File: src/rtl/asi_pkg.sv
// Shared types and helpers for the async FIFO read-side unpacker.
// Slice selection is done on a fixed wide word so one function serves every DW.
package asi_pkg;

    localparam int MAXW = 1024;

    typedef enum logic {
        S_EMPTY,
        S_UNPACK
    } state_t;

    function automatic int ratio(int dw, int ow);
        return dw / ow;
    endfunction

    function automatic int idx_w(int dw, int ow);
        return (dw / ow > 1) ? $clog2(dw / ow) : 1;
    endfunction

    // Returns the selected slice in the low bits; caller truncates to OW.
    function automatic logic [MAXW-1:0] slice_sel(
        logic [MAXW-1:0] w,
        int              k,
        int              ow,
        int              r,
        bit              msb
    );
        int s;
        s = msb ? (r - 1 - k) : k;
        return w >> (s * ow);
    endfunction

endpackage

File: src/rtl/afifo_rd_unpack_if.sv
// FIFO show-ahead read port plus the narrow beat stream.
// master = the unpacker, slave = FIFO/consumer side.
interface afifo_rd_unpack_if #(
    parameter int DW = 128,
    parameter int OW = 32
);
    logic          rempty;
    logic          re;
    logic [DW-1:0] q;
    logic          m_valid;
    logic          m_ready;
    logic [OW-1:0] m_data;
    logic          m_last;

    modport master (
        input  rempty, q, m_ready,
        output re, m_valid, m_data, m_last
    );

    modport slave (
        output rempty, q, m_ready,
        input  re, m_valid, m_data, m_last
    );
endinterface

File: src/rtl/afifo_rd_unpack.sv
// Pops wide words from a show-ahead FIFO and serialises them into
// registered OW-bit beats, one per cycle across word boundaries.
module afifo_rd_unpack
    import asi_pkg::*;
#(
    parameter int DW        = 128,
    parameter int OW        = 32,
    parameter int MSB_FIRST = 0
)(
    input  logic rclk,
    input  logic rreset_n,
    input  logic clr,
    output logic busy,
    afifo_rd_unpack_if.master bus
);

    localparam int R  = ratio(DW, OW);
    localparam int IW = idx_w(DW, OW);

    state_t        r_state;
    logic [DW-1:0] r_hold;
    logic [IW-1:0] r_idx;
    logic [OW-1:0] r_m_data;
    logic          r_m_last;
    logic          r_m_valid;

    state_t        w_state_nxt;
    logic [DW-1:0] w_hold_nxt;
    logic [IW-1:0] w_idx_nxt;
    logic [OW-1:0] w_m_data_nxt;
    logic          w_m_last_nxt;
    logic          w_m_valid_nxt;

    logic          w_hold_vld;
    logic          w_out_adv;
    logic          w_last;
    logic          w_hold_free;
    logic          w_re;
    logic [OW-1:0] w_slice;

    assign w_hold_vld  = (r_state == S_UNPACK);
    assign w_out_adv   = !r_m_valid || bus.m_ready;
    assign w_last      = w_hold_vld && (r_idx == IW'(R - 1));
    assign w_hold_free = !w_hold_vld || (w_out_adv && w_last);
    assign w_re        = !bus.rempty && w_hold_free && !clr;
    assign w_slice     = OW'(slice_sel(MAXW'(r_hold), int'(r_idx), OW, R,
                                       MSB_FIRST != 0));

    always_comb begin
        w_state_nxt   = r_state;
        w_hold_nxt    = r_hold;
        w_idx_nxt     = r_idx;
        w_m_data_nxt  = r_m_data;
        w_m_last_nxt  = r_m_last;
        w_m_valid_nxt = r_m_valid;
        if (clr) begin
            w_state_nxt   = S_EMPTY;
            w_idx_nxt     = '0;
            w_m_valid_nxt = 1'b0;
        end else begin
            if (w_out_adv && w_hold_vld) begin
                w_m_data_nxt  = w_slice;
                w_m_last_nxt  = w_last;
                w_m_valid_nxt = 1'b1;
                w_idx_nxt     = r_idx + 1'b1;
                if (w_last) begin
                    w_idx_nxt   = '0;
                    w_state_nxt = S_EMPTY;
                end
            end else if (w_out_adv) begin
                w_m_valid_nxt = 1'b0;
            end
            // A reload on the last slice keeps the stream bubble-free.
            if (w_re) begin
                w_hold_nxt  = bus.q;
                w_state_nxt = S_UNPACK;
                w_idx_nxt   = '0;
            end
        end
    end

    always_ff @(posedge rclk or negedge rreset_n) begin
        if (!rreset_n) begin
            r_state   <= S_EMPTY;
            r_hold    <= '0;
            r_idx     <= '0;
            r_m_data  <= '0;
            r_m_last  <= 1'b0;
            r_m_valid <= 1'b0;
        end else begin
            r_state   <= w_state_nxt;
            r_hold    <= w_hold_nxt;
            r_idx     <= w_idx_nxt;
            r_m_data  <= w_m_data_nxt;
            r_m_last  <= w_m_last_nxt;
            r_m_valid <= w_m_valid_nxt;
        end
    end

    assign bus.re      = w_re;
    assign bus.m_valid = r_m_valid;
    assign bus.m_data  = r_m_data;
    assign bus.m_last  = r_m_last;
    assign busy        = w_hold_vld || r_m_valid;

endmodule

File: src/flat_wrapper.sv
// flat-port wrapper written by rule: the top's interface ports become plain ports
module afifo_rd_unpack_flat import asi_pkg::*;
#(
    parameter int DW        = 128,
    parameter int OW        = 32,
    parameter int MSB_FIRST = 0
)
  (rclk, rreset_n, clr, busy, bus_rempty, bus_q, bus_m_ready, bus_re, bus_m_valid, bus_m_data, bus_m_last);
  afifo_rd_unpack_if #(.DW(DW), .OW(OW)) bus_i ();
  input  logic rclk;
  input  logic rreset_n;
  input  logic clr;
  output logic busy;
  input wire logic [$bits(bus_i.rempty)-1:0] bus_rempty;
  input wire logic [$bits(bus_i.q)-1:0] bus_q;
  input wire logic [$bits(bus_i.m_ready)-1:0] bus_m_ready;
  output wire logic [$bits(bus_i.re)-1:0] bus_re;
  output wire logic [$bits(bus_i.m_valid)-1:0] bus_m_valid;
  output wire logic [$bits(bus_i.m_data)-1:0] bus_m_data;
  output wire logic [$bits(bus_i.m_last)-1:0] bus_m_last;
  assign bus_i.rempty = bus_rempty;
  assign bus_i.q = bus_q;
  assign bus_i.m_ready = bus_m_ready;
  assign bus_re = bus_i.re;
  assign bus_m_valid = bus_i.m_valid;
  assign bus_m_data = bus_i.m_data;
  assign bus_m_last = bus_i.m_last;
  afifo_rd_unpack #(.DW(DW), .OW(OW), .MSB_FIRST(MSB_FIRST)) u_core (.rclk(rclk), .rreset_n(rreset_n), .clr(clr), .busy(busy), .bus(bus_i));
endmodule
File: config.mk
export PLATFORM = sky130hd
export DESIGN_NAME = afifo_rd_unpack_flat
export DESIGN_NICKNAME = d
export VERILOG_FILES = /design/src/rtl/asi_pkg.sv /design/src/rtl/afifo_rd_unpack_if.sv /design/src/rtl/afifo_rd_unpack.sv /design/src/flat_wrapper.sv
export SDC_FILE = /design/constraint.sdc
export NUM_CORES = 1
export LEC_CHECK = 0
export ABC_AREA = 1
export BUFFER_PORTS_ARGS = -buffer_cell sky130_fd_sc_hd__buf_4
export CORE_ASPECT_RATIO = 0.7
export CORE_MARGIN = 1.5
export CORE_UTILIZATION = 53
export DETAILED_ROUTE_END_ITERATION = 8
export HOLD_SLACK_MARGIN = 0.15
export PLACE_DENSITY = 0.84
export REMOVE_ABC_BUFFERS = 1
export SLEW_MARGIN = 20
export SYNTH_ARGS = -nofsm -noshare
export SYNTH_HDL_FRONTEND = slang
export SYNTH_SLANG_ARGS = --single-unit
File: constraint.sdc
create_clock -name rclk -period 1.8 [get_ports rclk]
set_input_delay 0.18 -clock rclk [delete_from_list [all_inputs] [get_ports rclk]]
set_output_delay 0.18 -clock rclk [all_outputs]
set_load 0.005 [all_outputs]
Word-level counts from Yosys, hierarchy flattened
Cells that the tools add are included.
W data, S select, Z words.
- bits in registers: 165
- latch bits: 0
- memory bits (writable): 0
- memory bits (read-only): 0
- input port bits: 133
- output and inout bits: 36
- word-level logic and storage cells: 39
- memories kept: 0
- $add $sub $neg: 1
- multipliers: 0
- div/mod/pow operators: 0
- order comparisons: 0
- equal/unequal tests: 1
- shift operators: 1
- mux-type cells: 11
- bitwise logic cells: 1
- reduce and logical (&&, ||, !) cells: 18
- operators with widths (kind ; number):
    $shr A128 B7 Y32 ; 1
    $reduce_bool A3 Y1 ; 3
    $mux W2 ; 4
    $mux W1 ; 7
    $reduce_and A2 Y1 ; 3
    $logic_and A1 B1 Y1 ; 5
    $logic_not A1 Y1 ; 4
    $logic_or A1 B1 Y1 ; 3
    $add A2 B1 Y2 const B ; 1
    $eq A2 B2 Y1 const B ; 1
    $not A1 Y1 ; 1

Logic depth before layout (Yosys ltp)
Gate-level depths: netlist of run 1.
- depth in word-level cells: 8
- gate-level depth with buffers: 9
- mapped depth without buffers: 8

Worst setup path after synthesis of run 1
Ideal clock, no wire load.
- path kind: reg-to-output
- start: register u_core.r_idx[0]
- end: output port bus_re
- arrival time: 1.153 ns
- required time: 1.620 ns
- setup slack: 0.467 ns
- cell stages (with the launch flop): 8
- path buffers: 2
- path through: dfrtp_1 ha_1 nand2_1 nand2_2 nand3_2 buf_6 buf_6 inv_1
- longest elaborated chain between the ends: 6
- RTL lines (what ; line ; source):
    start: declaration ; afifo_rd_unpack.sv:22 ; logic [IW-1:0] r_idx;
    start signal: assignment ; afifo_rd_unpack.sv:93 ; r_idx <= w_idx_nxt;
    $eq A2 B2 Y1 ; afifo_rd_unpack.sv:43 ; assign w_last = w_hold_vld && (r_idx == IW'(R - 1));
    $logic_and A1 B1 Y1 ; afifo_rd_unpack.sv:43 ;
    $logic_and A1 B1 Y1 ; afifo_rd_unpack.sv:44 ; assign w_hold_free = !w_hold_vld || (w_out_adv && w_last);
    $logic_or A1 B1 Y1 ; afifo_rd_unpack.sv:44 ;
    $logic_and A1 B1 Y1 (2 in a row) ; afifo_rd_unpack.sv:45 ; assign w_re = !bus.rempty && w_hold_free && !clr;
    end: declaration ; flat_wrapper.sv:17 ; output wire logic [$bits(bus_i.re)-1:0] bus_re;
Every way passes these cells.

Worst setup path in the final report of run 1
- start: register u_core.r_idx[0]
- end: register u_core.r_hold[37]
- longest elaborated chain between the ends: 7
- RTL lines (what ; line ; source):
    $eq A2 B2 Y1 ; afifo_rd_unpack.sv:43 ;
    $logic_and A1 B1 Y1 ; afifo_rd_unpack.sv:43 ;
    $logic_and A1 B1 Y1 ; afifo_rd_unpack.sv:44 ;
    $logic_or A1 B1 Y1 ; afifo_rd_unpack.sv:44 ;
    $logic_and A1 B1 Y1 (2 in a row) ; afifo_rd_unpack.sv:45 ;
    $reduce_and A2 Y1 (no source line) ; - ;
    end signal: assignment ; afifo_rd_unpack.sv:92 ; r_hold <= w_hold_nxt;
    end: declaration ; afifo_rd_unpack.sv:21 ; logic [DW-1:0] r_hold;
Every way passes these cells.
A chain may end at the register's enable or synchronous reset.

==> results of run 1 <==
-- stage by stage --
step                      setup slack, ns  TNS [ns]
final                            -0.00403  -0.00403
after global routing               -0.105     -2.57
after CTS                          0.0546         0
after detailed placement           0.0685         0
after global placement              0.109         0
after floorplan                     -3.22   -442.48
-- final timing paths --
kind	endpoint	slack, ns	cells past startpoint
max in group asynchronous	u_core.r_hold[10]	0.92	3
worst min-delay path	u_core.r_hold[23]	0.19	4
worst max-delay path	u_core.r_hold[37]	-0.004	6
worst max register to register	u_core.r_hold[37]	-0.004	6
min in group asynchronous	u_core.bus.m_data[23]	0.25	2
worst min register to register	u_core.r_hold[60]	0.47	2
-- cells in the final DEF (no fill, tap or decap), types with 2 or more instances in the layout --
master         netlist  final
bufinv_16            0      2
inv_4                0      2
o21ai_1             11     11
dlygate4sd3_1        0    131
nand4_1            128    128
buf_6               11      2
o21ai_0             55     55
inv_2                3      2
clkinv_4             0      5
nand3_1              3      3
clkbuf_16            0     17
nor2_1             130    130
inv_1                7      6
nand2_1            397    397
buf_12               0      7
buf_4                8    183
clkinvlp_4           0      2
dfrtp_1            165    164
inv_6                0      3
-- synth_stat cells, drive strengths merged --
cell type / number / share of area, %
clkbuf: 18 / 0.86
or2: 1 / 0.080
a21oi: 1 / 0.064
nand4: 128 / 10
nand3: 4 / 0.32
ha: 1 / 0.16
nor2: 131 / 6.4
dfrtp: 165 / 53
nand2: 398 / 19
buf: 65 / 5.2
o21ai: 66 / 4.2
inv: 10 / 0.48
-- registers in the layout (all words and copies together), names as in the netlist --
signal	flops
u_core.bus.m_last	1
u_core.bus.m_valid	1
u_core.bus.m_data	32
u_core.r_hold	128
u_core.r_idx	2
u_core.r_state	1
-- area by class of cell --
cell class	count	area (µm²)	area share (%)
inverter	10	42.5	0.385
tap	190	238	2.15
clock buffer	19	443	4.01
multi-input combinational	730	3190	28.9
timing repair buffer	323	2850	25.8
sequential	165	4130	37.4
clock inverter	13	150	1.36
-- routing by layer --
metal / global-route usage, % / vias to the layer above / part of all wire (%)
li1: - / 3755 / -
met1: 43.7 / 3789 / 39
met2: 54.3 / 500 / 48
met3: 7.69 / 63 / 10
met4: 13.6 / 0 / 2.5
met5: 0 / - / 0
-- kinds of logic after synthesis --
family | after synthesis | synth area share, %
fa+ha+maj | 1 | 0.160
buf+inv | 93 | 6.56
simple gates | 662 | 36.2
flops | 165 | 52.8
compound gates | 67 | 4.29
-- power by group through the flow --
stage / Clock (mW) / Combinational (mW) / Sequential (mW)
4_1_cts: 3.69 / 3.20 / 5.21
3_3_place_gp: 0 / 2.85 / 5.23
5_1_grt: 3.85 / 3.66 / 5.34
3_5_place_dp: 0 / 2.94 / 5.26
2_1_floorplan: 0 / 1.49 / 5.21
6_report: 3.67 / 3.28 / 5.25
-- timing repair --
item / in CTS / in global routing
endpoints found under the setup margin: 1 / 74
hold buffers: 131 / 0
gates cloned: 0 / 0
buffers inserted: 2 / 0
gates resized for setup: 0 / 1
hold endpoints to repair: 294 / 0
-- worst register-to-register path: stages (launching register included) --
cell,delay [ns]
dfrtp_2,0.39
ha_1,0.17
nand2_1,0.09
nand2_4,0.09
buf_4,0.59
nand4_1,0.29
nand2_1,0.13
==> impl_metrics.yaml, run 1 <==
status:
  status: "finished, violations left"
  failed_checks: "negative setup slack"
global_route:
  grt_overflow: 0
  grt.total_usage_pct: 33.5
  grt_max_degree: 128
  antenna_found_initial: 0
  grt_pass1_wl_um: 41000
  grt_pass1_vias: 8188
critical_path:
  crit_family: "buffers and inverters"
  startpoint_type: "flip-flop"
  crit_path_frequent_cell: "nand2_1"
  crit_chain: "ha_1 -> nand2_1 -> nand2_4 -> buf_4 -> nand4_1 -> nand2_1"
  arrival_ns: 2.16
  worstPathBufferInverterCount: 1
  startpoint: "u_core.r_idx[0]"
  cp.required_ns: 2.16
  r2r_start: "u_core.r_idx[0]"
  cp_slowest_cell: "buf_4"
  cpPeakStageDelay_ns: 0.59
  cp_max_fo: 72
  worst_setup_path_end_kind: "flip-flop"
  path_class: "flip-flop to flip-flop"
place:
  place_congestion: 0.794
  hpwl_um: 12800
  port_buffers: 168
  placed_cells: 1285
  post_dp_cell_area_mm2: 0.00912
power_and_ir_drop:
  seq_power_share_pct: 43.0
  power.density_mw_per_mm2: 1100
  p_leak_nw: 5.75
  ir_worst_vdd_mv: 0.626
  power.clock.fraction_pct: 30.1
  p_comb_share_pct: 26.9
  finalPower_mw: 12.2
  intPower_mw: 8.27
  switching_share_pct: 32.2
  p_switching_mw: 3.93
worst_hold_path:
  hold_class: "input pin to flip-flop"
  min-delay-start: "bus_rempty"
finish:
  drive_above_1_share_pct: 18.4
  nets: 1381
  final_cells: 1450
  fin_area_mm2: 0.0110
  syn2layout_area_growth_pct: 41.2
  nFillCells: 922
  fin_util_pct: 78.1
  diodes: 0
clocking:
  cts_tree: "yes"
  root_buffer: "clkbuf_16"
  htree_levels: 4
  clock_latency_ns: 0.42
  numCtsBuffers: 17
  clk_path_buf_depth: 2
  clk_pin_slew_ns: 0.07
  clock_sinks: 165
synth:
  syn_area_mm2: 0.00782
  ys_ff_latch: 165
  synthCells: 988
  syn_area_per_cell_um2: 7.91
  ys_seq_area_share_pct: 52.8
  yosys_warnings: 0
  synth.distinct_cells: 20
sta:
  hold_viol_final: 0
  rsz0062_at_grt: "yes"
  fin_ws_ns: -0.00403
  drv_slew: 0
  period_share_pct: 100
  skew_ns: 0.00902
  final-setup-viol-count: 1
  timing.hold.ws_ns: 0.187
  fmax_mhz: 554
  worstMarginPinSlew_ns: 0.797
  slew_headroom_pct: 46.8
  finalCriticalPeriod_ns: 1.80
die:
  core_area_mm2: 0.0141
  num_rows: 36
  pin_count: 169
  die_w_um: 148
  chipHeight_um: 105
  start_util_pct: 55.3
  die-area_mm2: 0.0155
routing:
  firstDrtPassIters: 5
  routed_wl_um: 25300
  routedWlPerCell_um: 17.5
  drt_iter0_markers: 691
  antenna_left: 0
  drc: 0
  via_per_inst: 5.59
  vias: 8107
run:
  drv_cap: 0
Power figures use the tool's default switching activity.
==> run 2, diff against run 1 <==
- CELL_PAD_IN_SITES_DETAIL_PLACEMENT: not set -> 1
- CELL_PAD_IN_SITES_GLOBAL_PLACEMENT: not set -> 1
- CORE_UTILIZATION: 53 -> 40
- PLACE_DENSITY: 0.84 -> 0.86
==> impl_metrics.yaml, run 2 (same netlist as run 1, synthesis figures left out) <==
global_route:
  grt_max_degree: 87
  grt_pass1_wl_um: 48800
  grt.total_usage_pct: 31.5
  grt_overflow: 0
  antenna_found_initial: 2
  grt_pass1_vias: 9096
routing:
  drt_iter0_markers: 611
  routed_wl_um: 31300
  via_per_inst: 5.41
  vias: 8322
  routedWlPerCell_um: 20.4
  firstDrtPassIters: 5
  antenna_left: 0
  drc: 0
sta:
  rsz0062_at_grt: "no"
  worstMarginPinSlew_ns: 0.766
  hold_viol_final: 0
  final-setup-viol-count: 0
  period_share_pct: 96.3
  fmax_mhz: 577
  fin_ws_ns: 0.0660
  finalCriticalPeriod_ns: 1.73
  skew_ns: 0.00958
  drv_slew: 0
  slew_headroom_pct: 48.9
clocking:
  clock_sinks: 165
  htree_levels: 4
  clk_pin_slew_ns: 0.06
  clock_latency_ns: 0.43
  clk_path_buf_depth: 2
  cts_tree: "yes"
  numCtsBuffers: 17
  root_buffer: "clkbuf_16"
finish:
  fin_area_mm2: 0.0113
  drive_above_1_share_pct: 19.3
  regMostFlops: "u_core.r_hold"
  largest_reg_flops: 128
  nets: 1392
  syn2layout_area_growth_pct: 44.9
  layout_common_cells: "396 x nand2_1, 188 x buf_4, 163 x dfrtp_1"
  layout_commonest_cell: "nand2_1"
critical_path:
  worst_setup_path_end_kind: "primary output"
  arrival_ns: 1.55
  startpoint_type: "flip-flop"
  cp_slowest_cell: "dfrtp_2"
  r2r_start: "u_core.r_state"
  r2r_setup_slack_ns: 0.09
  cp.required_ns: 1.62
  worst_r2r_path_depth: 5
  cpPeakStageDelay_ns: 0.43
  r2r-end: "u_core.bus.m_data[10]"
  cp_max_fo: 3
  crit_chain: "ha_1 -> nand2_2 -> nand2_4 -> nand3_4 -> inv_1 -> buf_4"
  path_class: "flip-flop to primary output"
place:
  hpwl_um: 15800
  place_congestion: 0.787
  post_dp_cell_area_mm2: 0.00931
  port_buffers: 168
  dp_slack_ns: 0.188
die:
  die_w_um: 170
  die-area_mm2: 0.0204
  pin_count: 169
  chipHeight_um: 120
  num_rows: 42
  core_area_mm2: 0.0190
  start_util_pct: 41.1
power_and_ir_drop:
  p_leak_nw: 5.85
  switching_share_pct: 33.2
  seq_power_share_pct: 42.1
  p_switching_mw: 4.24
  power.clock.fraction_pct: 30.5
  intPower_mw: 8.51
  power.density_mw_per_mm2: 1130
  p_comb_share_pct: 27.4
  ir_worst_vdd_mv: 0.673
run:
  drv_cap: 0
status:
  status: "complete, no violations"
worst_hold_path:
  hold_class: "input pin to asynchronous set/reset pin"
run 2: changes by cell type in the layout (fill, tap and decap cells not counted), sizes merged:
| cell | before | now |
|---|---|---|
| dlygate4sd3 | 131 | 132 |
| inv | 13 | 11 |
| clkbuf | 19 | 21 |
| diode | 0 | 2 |
| bufinv | 2 | 3 |
| buf | 192 | 201 |
run 2: per-layer routing:
metal | up-vias | track usage, % | part of all wire [%]
met4 | 0 | 12.3 | 2.5
met1 | 4187 | 38.3 | 41
met2 | 304 | 54.9 | 51
li1 | 3776 | - | -
met3 | 55 | 6.33 | 5.6
met5 | - | 0 | 0
run 2: stage by stage:
| step | total power, mW | cells | hold slack [ns] | utilization, % | setup TNS (ns) |
|---|---|---|---|---|---|
| 3_5_place_dp | 8.40 | 1366 | 0.198 | 49.0 | 0 |
| 5_1_grt | 13.4 | 1537 | 0.348 | 59.5 | 0 |
| 4_1_cts | 12.6 | 1534 | 0.310 | 59.3 | 0 |
| 2_1_floorplan | 6.70 | 905 | -0.116 | - | -442.48 |
| 3_3_place_gp | 8.21 | 1366 | 0.198 | 49.0 | 0 |
| 6_report | 12.7 | 1537 | 0.322 | 59.5 | 0 |
run 2: timing repair:
item	in CTS	in global routing
pin swaps	1	0
gates cloned	0	1
gates resized for setup	0	3
setup buffers	4	0
hold buffers	132	0
endpoints found under the hold margin	177	0
setup endpoints to repair	1	8
run 2: cell type report:
cell class                      instances  area (µm²)
Inverter                               10        42.5
Clock inverter                         12         151
Antenna cell                            2        5.00
Tap cell                              264         330
Timing Repair Buffer                  334        3010
Sequential cell                       165        4130
Fill cell                            2243        7700
Multi-Input combinational cell        730        3190
Clock buffer                           20         467
run 2: worst max path at each step:
stage / endpoint / depth (start not counted) / slack, ns / start
CTS: bus_re / 6 / 0.04 / u_core.r_idx[0]
global route: bus_re / 6 / 0.002 / u_core.r_idx[0]
detailed placement: u_core.bus.m_last / 5 / 0.19 / u_core.r_state
floorplan: bus_re / 5 / -3.22 / u_core.r_idx[0]
finish: bus_re / 6 / 0.07 / u_core.r_idx[0]
global placement: u_core.r_hold[15] / 7 / 0.25 / u_core.r_idx[0]
run 2: critical path, delay by kind of cell, from the launching register on:
family / cells / cell delay, ns
flops: 1 / 0.43
simple gates: 3 / 0.29
fa+ha+maj: 1 / 0.24
buf+inv: 2 / 0.18
run 2: power groups by stage:
stage	logic, mW	registers (mW)	clock network [mW]
global placement	2.88	5.33	0
floorplan	1.49	5.21	0
global route	3.90	5.45	4.05
finish	3.50	5.36	3.88
CTS	3.34	5.32	3.91
detailed placement	3.05	5.36	0
==> run 3, diff against run 2 <==
- CORE_MARGIN: 1.5 -> 1
==> impl_metrics.yaml, run 3 (same netlist as run 1, synthesis figures left out) <==
finish:
  nFillCells: 2253
  fin_util_pct: 59.3
  multi_input_area_mm2: 0.00319
  register_area_mm2: 0.00413
  drive_above_1_share_pct: 18.9
  layout_commonest_cell: "nand2_1"
  largest_reg_flops: 128
  nets: 1383
  layout_common_cells: "396 x nand2_1, 176 x buf_4, 163 x dfrtp_1"
  regMostFlops: "u_core.r_hold"
  syn2layout_area_growth_pct: 44.4
power_and_ir_drop:
  p_comb_share_pct: 27.7
  p_switching_mw: 4.19
  seq_power_share_pct: 42.1
  ir_worst_vdd_mv: 0.644
  switching_share_pct: 33.1
  p_leak_nw: 5.81
  power.clock.fraction_pct: 30.2
  intPower_mw: 8.45
  finalPower_mw: 12.6
  power.density_mw_per_mm2: 1120
sta:
  worstMarginPinSlew_ns: 0.790
  timing.hold.ws_ns: 0.281
  slew_headroom_pct: 47.2
  period_share_pct: 95.6
  drv_slew: 0
  final-setup-viol-count: 0
  skew_ns: 0.0133
  finalCriticalPeriod_ns: 1.72
  fmax_mhz: 581
  rsz0062_at_grt: "no"
  hold_viol_final: 0
clocking:
  clk_pin_slew_ns: 0.06
  htree_levels: 4
  numCtsBuffers: 17
  root_buffer: "clkbuf_16"
  cts_tree: "yes"
  clock_latency_ns: 0.43
  clk_path_buf_depth: 2
  clock_sinks: 165
routing:
  routedWlPerCell_um: 20.2
  routed_wl_um: 30900
  via_per_inst: 5.49
  firstDrtPassIters: 5
  antenna_left: 0
  vias: 8382
  drc: 0
  drt_iter0_markers: 623
place:
  place_congestion: 0.762
  port_buffers: 168
  hpwl_um: 16300
critical_path:
  cp_max_fo: 3
  crit_family: "flip-flops"
  cp.required_ns: 1.62
  worstPathBufferInverterCount: 2
  path_class: "flip-flop to primary output"
  startpoint_type: "flip-flop"
  cp_slowest_cell: "dfrtp_2"
  worst_setup_path_end_kind: "primary output"
  crit_chain: "ha_1 -> nand2_2 -> nand2_4 -> nand3_4 -> inv_1 -> buf_4"
  cpPeakStageDelay_ns: 0.43
  arrival_ns: 1.54
global_route:
  grt_pass1_vias: 8960
  grt_pass1_wl_um: 48400
  grt.total_usage_pct: 31.6
  antenna_found_initial: 2
  grt_overflow: 0
  grt_max_degree: 79
status:
  status: "complete, no violations"
die:
  core_area_mm2: 0.0190
  pin_count: 169
  start_util_pct: 41.1
  num_rows: 42
  die_w_um: 169
  die-area_mm2: 0.0201
  chipHeight_um: 119
worst_hold_path:
  hold_class: "input pin to asynchronous set/reset pin"
run:
  drv_cap: 0
run 3: cell count changes in the layout (fill, tap and decap cells not counted), sizes merged:
cell	delta
buf	-7
clkbuf	-3
clkinv	-2
clkinvlp	+2
dlygate4sd3	-1
inv	+2
run 3: path summary, 6_finish.rpt:
path                       depth (start not counted)                    end          startpoint  slack [ns]
min reg2reg                                        2     u_core.r_hold[115]  u_core.r_hold[115]        0.47
min in group rclk                                  5      u_core.r_hold[12]          bus_rempty        0.33
min                                                2  u_core.bus.m_data[20]            rreset_n        0.28
max in group asynchronous                          3     u_core.r_hold[124]            rreset_n        0.84
max reg2reg                                        8  u_core.bus.m_data[25]     u_core.r_idx[0]        0.10
max                                                6                 bus_re     u_core.r_idx[0]        0.08
run 3: stage by stage:
stage | setup TNS, ns | cell area (µm²) | setup slack, ns | instances
final | 0 | 11300 | 0.0784 | 1528
after CTS | 0 | 11300 | 0.0374 | 1526
after floorplan | -442.48 | 7340 | -3.22 | 905
after detailed placement | 0 | 9350 | 0.169 | 1362
after global placement | 0 | 9350 | 0.228 | 1362
after global routing | 0 | 11300 | 0.0107 | 1528
run 3: repair_timing:
action                     CTS  global route
setup endpoints to repair    1            11
hold endpoints to repair   274             0
buffers inserted             1             0
resized for setup            0             2
hold buffers               131             0
cloned                       0             0
run 3: layout make-up:
class | count | area share (%)
repair buffers | 325 | 26.4
well taps | 264 | 2.93
flip-flops and latches | 165 | 36.6
clock buffers | 18 | 3.89
clock inverters | 14 | 1.54
diodes | 2 | 0.0443
inverters | 10 | 0.377
multi-input cells | 730 | 28.3
run 3: power by group through the flow:
stage	logic [mW]	registers, mW	clock network (mW)
after floorplan	1.49	5.21	0
after global placement	2.95	5.26	0
after detailed placement	3.13	5.31	0
after CTS	3.39	5.27	3.86
after global routing	3.86	5.40	4.01
final	3.50	5.32	3.82
run 3: layer usage:
layer  track usage, %  wire [µm]  vias to the layer above  share of wire (%)
li1                 -          -                     3759                  -
met1             38.6      12600                     4208                 41
met2             54.8      15600                      344                 51
met3             6.51       1870                       71                6.1
met4             12.2        821                        0                2.7
met5                0          0                        -                  0
